[src/rtl/cic_comp_fir_if.sv]
// cic_comp_fir_if: PCM sample/result and coefficient-load signals of the
// post-CIC compensation FIR, grouped for the filter (slave) and its driver (master).
interface cic_comp_fir_if #(
    parameter int W    = 16,
    parameter int TAPS = 16,
    parameter int CW   = 16
) ();
    localparam int AW = $clog2(TAPS);

    logic                 en_pcm;
    logic signed [W-1:0]  din;
    logic                 coef_we;
    logic [AW-1:0]        coef_addr;
    logic signed [CW-1:0] coef_data;
    logic signed [W-1:0]  dout;
    logic                 dout_valid;
    logic                 busy;
    logic                 overrun;

    modport master (
        output en_pcm, din, coef_we, coef_addr, coef_data,
        input  dout, dout_valid, busy, overrun
    );

    modport slave (
        input  en_pcm, din, coef_we, coef_addr, coef_data,
        output dout, dout_valid, busy, overrun
    );
endinterface

[src/rtl/cic_comp_fir.sv]
// cic_comp_fir: post-CIC compensation FIR. One sample per en_pcm strobe is
// shifted into a TAPS-deep history, then a single MAC runs TAPS cycles over
// the loadable Q2.(CW-2) coefficients and one result is emitted.
// Define CIC_FIR_SAT_EN to clamp the result to W bits; otherwise it wraps.
module cic_comp_fir #(
    parameter int W    = 16,
    parameter int TAPS = 16,
    parameter int CW   = 16
) (
    input  logic          clk,
    input  logic          reset,
    cic_comp_fir_if.slave bus
);
    localparam int AW   = $clog2(TAPS);
    localparam int ACCW = W + CW + AW;
    localparam int SH   = CW - 2;
    localparam logic signed [CW-1:0] COEF_ONE = {2'b01, {(CW-2){1'b0}}};

    typedef enum logic [1:0] {
        IDLE,
        MAC,
        OUT
    } state_t;

    state_t                 state_q, state_d;
    logic signed [W-1:0]    hist_q [TAPS];
    logic signed [W-1:0]    hist_d [TAPS];
    logic signed [CW-1:0]   coef_q [TAPS];
    logic signed [CW-1:0]   coef_d [TAPS];
    logic signed [ACCW-1:0] acc_q, acc_d;
    logic [AW-1:0]          idx_q, idx_d;
    logic signed [W-1:0]    dout_q, dout_d;
    logic                   dout_valid_q, dout_valid_d;
    logic                   overrun_q, overrun_d;
    logic signed [W+CW-1:0] prod;
    logic signed [W-1:0]    result;

    // Full-precision product of the current tap
    always_comb begin
        prod = (W+CW)'(hist_q[idx_q]) * (W+CW)'(coef_q[idx_q]);
    end

`ifdef CIC_FIR_SAT_EN
    logic signed [ACCW-SH-1:0] shifted;

    // Scale by the coefficient unity and clamp to the W-bit range
    always_comb begin
        shifted = (ACCW-SH)'(acc_q >>> SH);
        if (!shifted[ACCW-SH-1] && (|shifted[ACCW-SH-2:W-1])) begin
            result = {1'b0, {(W-1){1'b1}}};
        end else if (shifted[ACCW-SH-1] && !(&shifted[ACCW-SH-2:W-1])) begin
            result = {1'b1, {(W-1){1'b0}}};
        end else begin
            result = shifted[W-1:0];
        end
    end
`else
    // Scale by the coefficient unity and keep the low W bits (wraps)
    always_comb begin
        result = W'(acc_q >>> SH);
    end
`endif

    // FSM next state, history shift, coefficient load and MAC datapath
    always_comb begin
        state_d      = state_q;
        hist_d       = hist_q;
        coef_d       = coef_q;
        acc_d        = acc_q;
        idx_d        = idx_q;
        dout_d       = dout_q;
        dout_valid_d = 1'b0;
        overrun_d    = overrun_q | (bus.en_pcm && (state_q != IDLE));

        case (state_q)
            IDLE: begin
                if (bus.en_pcm) begin
                    for (int unsigned k = 1; k < TAPS; k++) begin
                        hist_d[k] = hist_q[k-1];
                    end
                    hist_d[0] = bus.din;
                    acc_d     = '0;
                    idx_d     = '0;
                    state_d   = MAC;
                end else if (bus.coef_we &&
                             (int'(bus.coef_addr) < TAPS)) begin
                    coef_d[bus.coef_addr] = bus.coef_data;
                end
            end
            MAC: begin
                acc_d = acc_q + ACCW'(prod);
                idx_d = idx_q + AW'(1);
                if (idx_q == AW'(TAPS - 1)) begin
                    state_d = OUT;
                end
            end
            OUT: begin
                dout_d       = result;
                dout_valid_d = 1'b1;
                state_d      = IDLE;
            end
            default: begin
                state_d = IDLE;
            end
        endcase
    end

    // State and datapath registers; reset restores the identity filter
    always_ff @(posedge clk or negedge reset) begin
        if (!reset) begin
            state_q <= IDLE;
            for (int unsigned k = 0; k < TAPS; k++) begin
                hist_q[k] <= '0;
                coef_q[k] <= (k == 0) ? COEF_ONE : '0;
            end
            acc_q        <= '0;
            idx_q        <= '0;
            dout_q       <= '0;
            dout_valid_q <= 1'b0;
            overrun_q    <= 1'b0;
        end else begin
            state_q      <= state_d;
            hist_q       <= hist_d;
            coef_q       <= coef_d;
            acc_q        <= acc_d;
            idx_q        <= idx_d;
            dout_q       <= dout_d;
            dout_valid_q <= dout_valid_d;
            overrun_q    <= overrun_d;
        end
    end

    assign bus.dout       = dout_q;
    assign bus.dout_valid = dout_valid_q;
    assign bus.busy       = (state_q != IDLE);
    assign bus.overrun    = overrun_q;
endmodule

[src/flat_wrapper.sv]
// flat-port wrapper written by rule: the top's interface ports become plain ports
module cic_comp_fir_flat 
#(
    parameter int W    = 16,
    parameter int TAPS = 16,
    parameter int CW   = 16
)
  (clk, reset, bus_en_pcm, bus_din, bus_coef_we, bus_coef_addr, bus_coef_data, bus_dout, bus_dout_valid, bus_busy, bus_overrun);
  cic_comp_fir_if #(.W(W), .TAPS(TAPS), .CW(CW)) bus_i ();
  input  logic clk;
  input  logic reset;
  input wire logic [$bits(bus_i.en_pcm)-1:0] bus_en_pcm;
  input wire logic [$bits(bus_i.din)-1:0] bus_din;
  input wire logic [$bits(bus_i.coef_we)-1:0] bus_coef_we;
  input wire logic [$bits(bus_i.coef_addr)-1:0] bus_coef_addr;
  input wire logic [$bits(bus_i.coef_data)-1:0] bus_coef_data;
  output wire logic [$bits(bus_i.dout)-1:0] bus_dout;
  output wire logic [$bits(bus_i.dout_valid)-1:0] bus_dout_valid;
  output wire logic [$bits(bus_i.busy)-1:0] bus_busy;
  output wire logic [$bits(bus_i.overrun)-1:0] bus_overrun;
  assign bus_i.en_pcm = bus_en_pcm;
  assign bus_i.din = bus_din;
  assign bus_i.coef_we = bus_coef_we;
  assign bus_i.coef_addr = bus_coef_addr;
  assign bus_i.coef_data = bus_coef_data;
  assign bus_dout = bus_i.dout;
  assign bus_dout_valid = bus_i.dout_valid;
  assign bus_busy = bus_i.busy;
  assign bus_overrun = bus_i.overrun;
  cic_comp_fir #(.W(W), .TAPS(TAPS), .CW(CW)) u_core (.clk(clk), .reset(reset), .bus(bus_i));
endmodule
[config.mk]
export PLATFORM = sky130hd
export DESIGN_NAME = cic_comp_fir_flat
export DESIGN_NICKNAME = d
export VERILOG_FILES = /design/src/rtl/cic_comp_fir_if.sv /design/src/rtl/cic_comp_fir.sv /design/src/flat_wrapper.sv
export SDC_FILE = /design/constraint.sdc
export NUM_CORES = 2
export LEC_CHECK = 0
export ABC_AREA = 1
export CELL_PAD_IN_SITES_DETAIL_PLACEMENT = 1
export CELL_PAD_IN_SITES_GLOBAL_PLACEMENT = 2
export CORE_AREA = 4 4 299 301
export DETAILED_ROUTE_END_ITERATION = 10
export DIE_AREA = 0 0 303 305
export PLACE_DENSITY_LB_ADDON = 0.1
export SETUP_SLACK_MARGIN = 0.3
export SYNTH_ARGS = -nofsm -noshare
export SYNTH_HDL_FRONTEND = slang
export SYNTH_SLANG_ARGS = --single-unit
[constraint.sdc]
create_clock -name clk -period 12.4 [get_ports clk]
set_input_delay 3.72 -clock clk [delete_from_list [all_inputs] [get_ports clk]]
set_output_delay 3.72 -clock clk [all_outputs]
set_load 0.03 [all_outputs]
==> out/metrics.yaml <==
timing:
  fin_crit_sh_pct: 74.2
  hold_viol_final: 0
  fin_crit_ns: 9.20
  fmax_mhz: 109
  fin_skew_ns: 0.0241
  setup_violations: 0
  worst_pin_slew_ns: 1.08
  rsz0062_at_grt: "no"
  slew_headroom_pct: 27.7
  finalSetupTns_ns: 0
  slew_viol_final: 0
place:
  dp_cells: 5400
  dp_hpwl_mm: 68.5
  gp_congestion: 0.877
  io_buffers: 58
grt:
  grt_max_degree: 196
  antenna_found_initial: 1
  grt_use_total_pct: 24.1
  grt_pass1_vias: 31000
  grt_pass1_wl_mm: 176
  overflow: 0
routing:
  drcViolationCount: 0
  vias_per_cell: 5.19
  firstDrtPassIters: 5
  dr.max_layer_used: "met4"
  drtIter0Drc: 1755
  wl_met1_mm: 49.5
  vias: 28700
  wl_per_cell_um: 19.4
  final_antenna_net_count: 0
  wl_mm: 107
  met2WireLength_mm: 51.4
  wl_met3_mm: 3.91
clocking:
  cts_buffer_depth: 3
  cts_tree: "yes"
  cts_setup_buffers: 0
  h-tree-depth: 3
  postCtsResizedCells: 0
  cts.sinks: 566
  hold_buffers: 0
  numCtsBuffers: 70
  path_clk_slew_ns: 0.06
  clk_latency_ns: 0.64
  cts-root-buf: "clkbuf_16"
layout:
  drive_gt1_share_pct: 4.79
  n_antenna_cell: 0
  fin_cells: 5522
  nNetsFinal: 4727
  area_delta_synth_final_pct: 9.40
  post-route-util_pct: 45.7
  final_cell_mix: "nand2_1, o21ai_0, inv_1"
  final_common_cell: "nand2_1"
die:
  initial_core_util_pct: 41.8
  dieArea_sq_um: 92400
  die_w_um: 303
  io_pins: 59
  core_sq_um: 86600
  fp-row-count: 108
  die_y_um: 305
synth:
  synth_area_leader_cell: "dfrtp_1"
  synth.distinct_cells: 42
  yosysWarnings: 0
  synth_edf_count: 0
  ys.flop_type: "dfrtp_1"
  synth-seq-area-share_pct: 39.1
  ys_ff_latch: 566
  synthCells: 4409
  async_flop_share_pct: 100
  syn_avg_cell_area_sq_um: 8.21
  synth_top_area_share_pct: 39.0
  synth.net_count: 4819
  synth_top_cells_by_area: "dfrtp_1, fa_1, nand2_1"
  netlist_area_sq_um: 36200
job:
  drv_cap: 0
hold_path:
  hold_path_class: "flop to flop"
critical_path:
  cp-end-kind: "flop"
  crit_type: "flop to flop"
  cp.arrival_ns: 9.68
  required_ns: 12.88
  path_max_fanout: 153
  cpPeakStageDelay_ns: 0.74
  critPathSlowestCell: "fa_1"
  startpoint_type: "flop"
run_status:
  status: "finished, final reports clean"
[cell type report]
cell class	count	area, sq um
Clock buffer	100	2030
Clock inverter	22	303
Fill cell	10300	47000
Inverter	697	2630
Multi-Input combinational cell	2882	18100
Sequential cell	566	14200
Tap cell	1155	1450
Timing Repair Buffer	100	938
[synthesized netlist by cell type (all sizes together) (2+ instances only)]
master,count
dfrtp,565
o21ai,724
a21oi,155
buf,117
fa,276
nand3,208
nand4,7
inv,695
a21o,3
xor2,8
o221ai,41
xnor2,7
nor4,4
a22o,5
a31o,2
ha,94
nand2,1147
clkbuf,147
o21bai,2
o22ai,12
o211ai,12
a32o,2
or2,8
clkinv,2
nor3,8
nor2,152
[state kept, by name, indices dropped and copies added, names as in the netlist]
register / flops
u_core.bus.dout_valid: 1
u_core.bus.dout: 16
u_core.coef_q: 256
u_core.idx_q: 4
u_core.bus.overrun: 1
u_core.state_q: 2
u_core.hist_q: 256
u_core.acc_q: 30
[path summary, 6_finish.rpt]
check                                                from                             end  slack, ns  cells after the start
max                           u_core.idx_q[0]$_DFFE_PN0P_    u_core.acc_q[26]$_DFFE_PN0P_       3.20                     30
min                        u_core.bus.dout[6]$_DFFE_PN0P_  u_core.bus.dout[6]$_DFFE_PN0P_       0.47                      2
max reg2reg                   u_core.idx_q[0]$_DFFE_PN0P_    u_core.acc_q[26]$_DFFE_PN0P_       3.20                     30
min reg2reg                u_core.bus.dout[6]$_DFFE_PN0P_  u_core.bus.dout[6]$_DFFE_PN0P_       0.47                      2
max in group asynchronous                           reset  u_core.coef_q[231]$_DFFE_PN0P_       7.18                      3
min in group asynchronous                           reset  u_core.hist_q[212]$_DFFE_PN0P_       3.06                      1
[per-layer routing]
metal | vias up | global-route usage [%]
li1 | 13600 | -
met5 | - | 0
met4 | 0 | 5.63
met2 | 397 | 40.5
met1 | 14500 | 33.1
met3 | 117 | 3.63
[cell families (layout without fill, tap and decap cells)]
| logic type | count (synthesis) | in the layout | share of synthesized area, % |
|---|---|---|---|
| xor+xnor | 15 | 15 | 0.363 |
| compound gates | 962 | 962 | 14.0 |
| simple gates | 1535 | 1535 | 17.1 |
| fa+ha+maj | 370 | 370 | 18.5 |
| flops | 566 | 566 | 39.1 |
| buf+inv | 961 | 919 | 11.0 |
[worst max-delay path, delay by kind of cell, from the launching register on]
kind,cells,cell delay (ns)
flops,1,0.73
fa+ha+maj,7,3.55
compound gates,6,0.93
buf+inv,8,1.82
simple gates,9,1.88
[through the flow]
step	instance area, sq um	setup slack, ns	hold slack, ns
finish	39600	3.20	0.473
CTS	39600	3.31	0.474
floorplan	36200	5.67	0.446
detailed placement	37300	3.32	0.466
global route	39600	2.69	0.494
global placement	37300	3.55	0.455
Power is left out: the tool's default activity adds up to more than one toggle a clock period on the data nets, which glitch-free logic cannot reach.
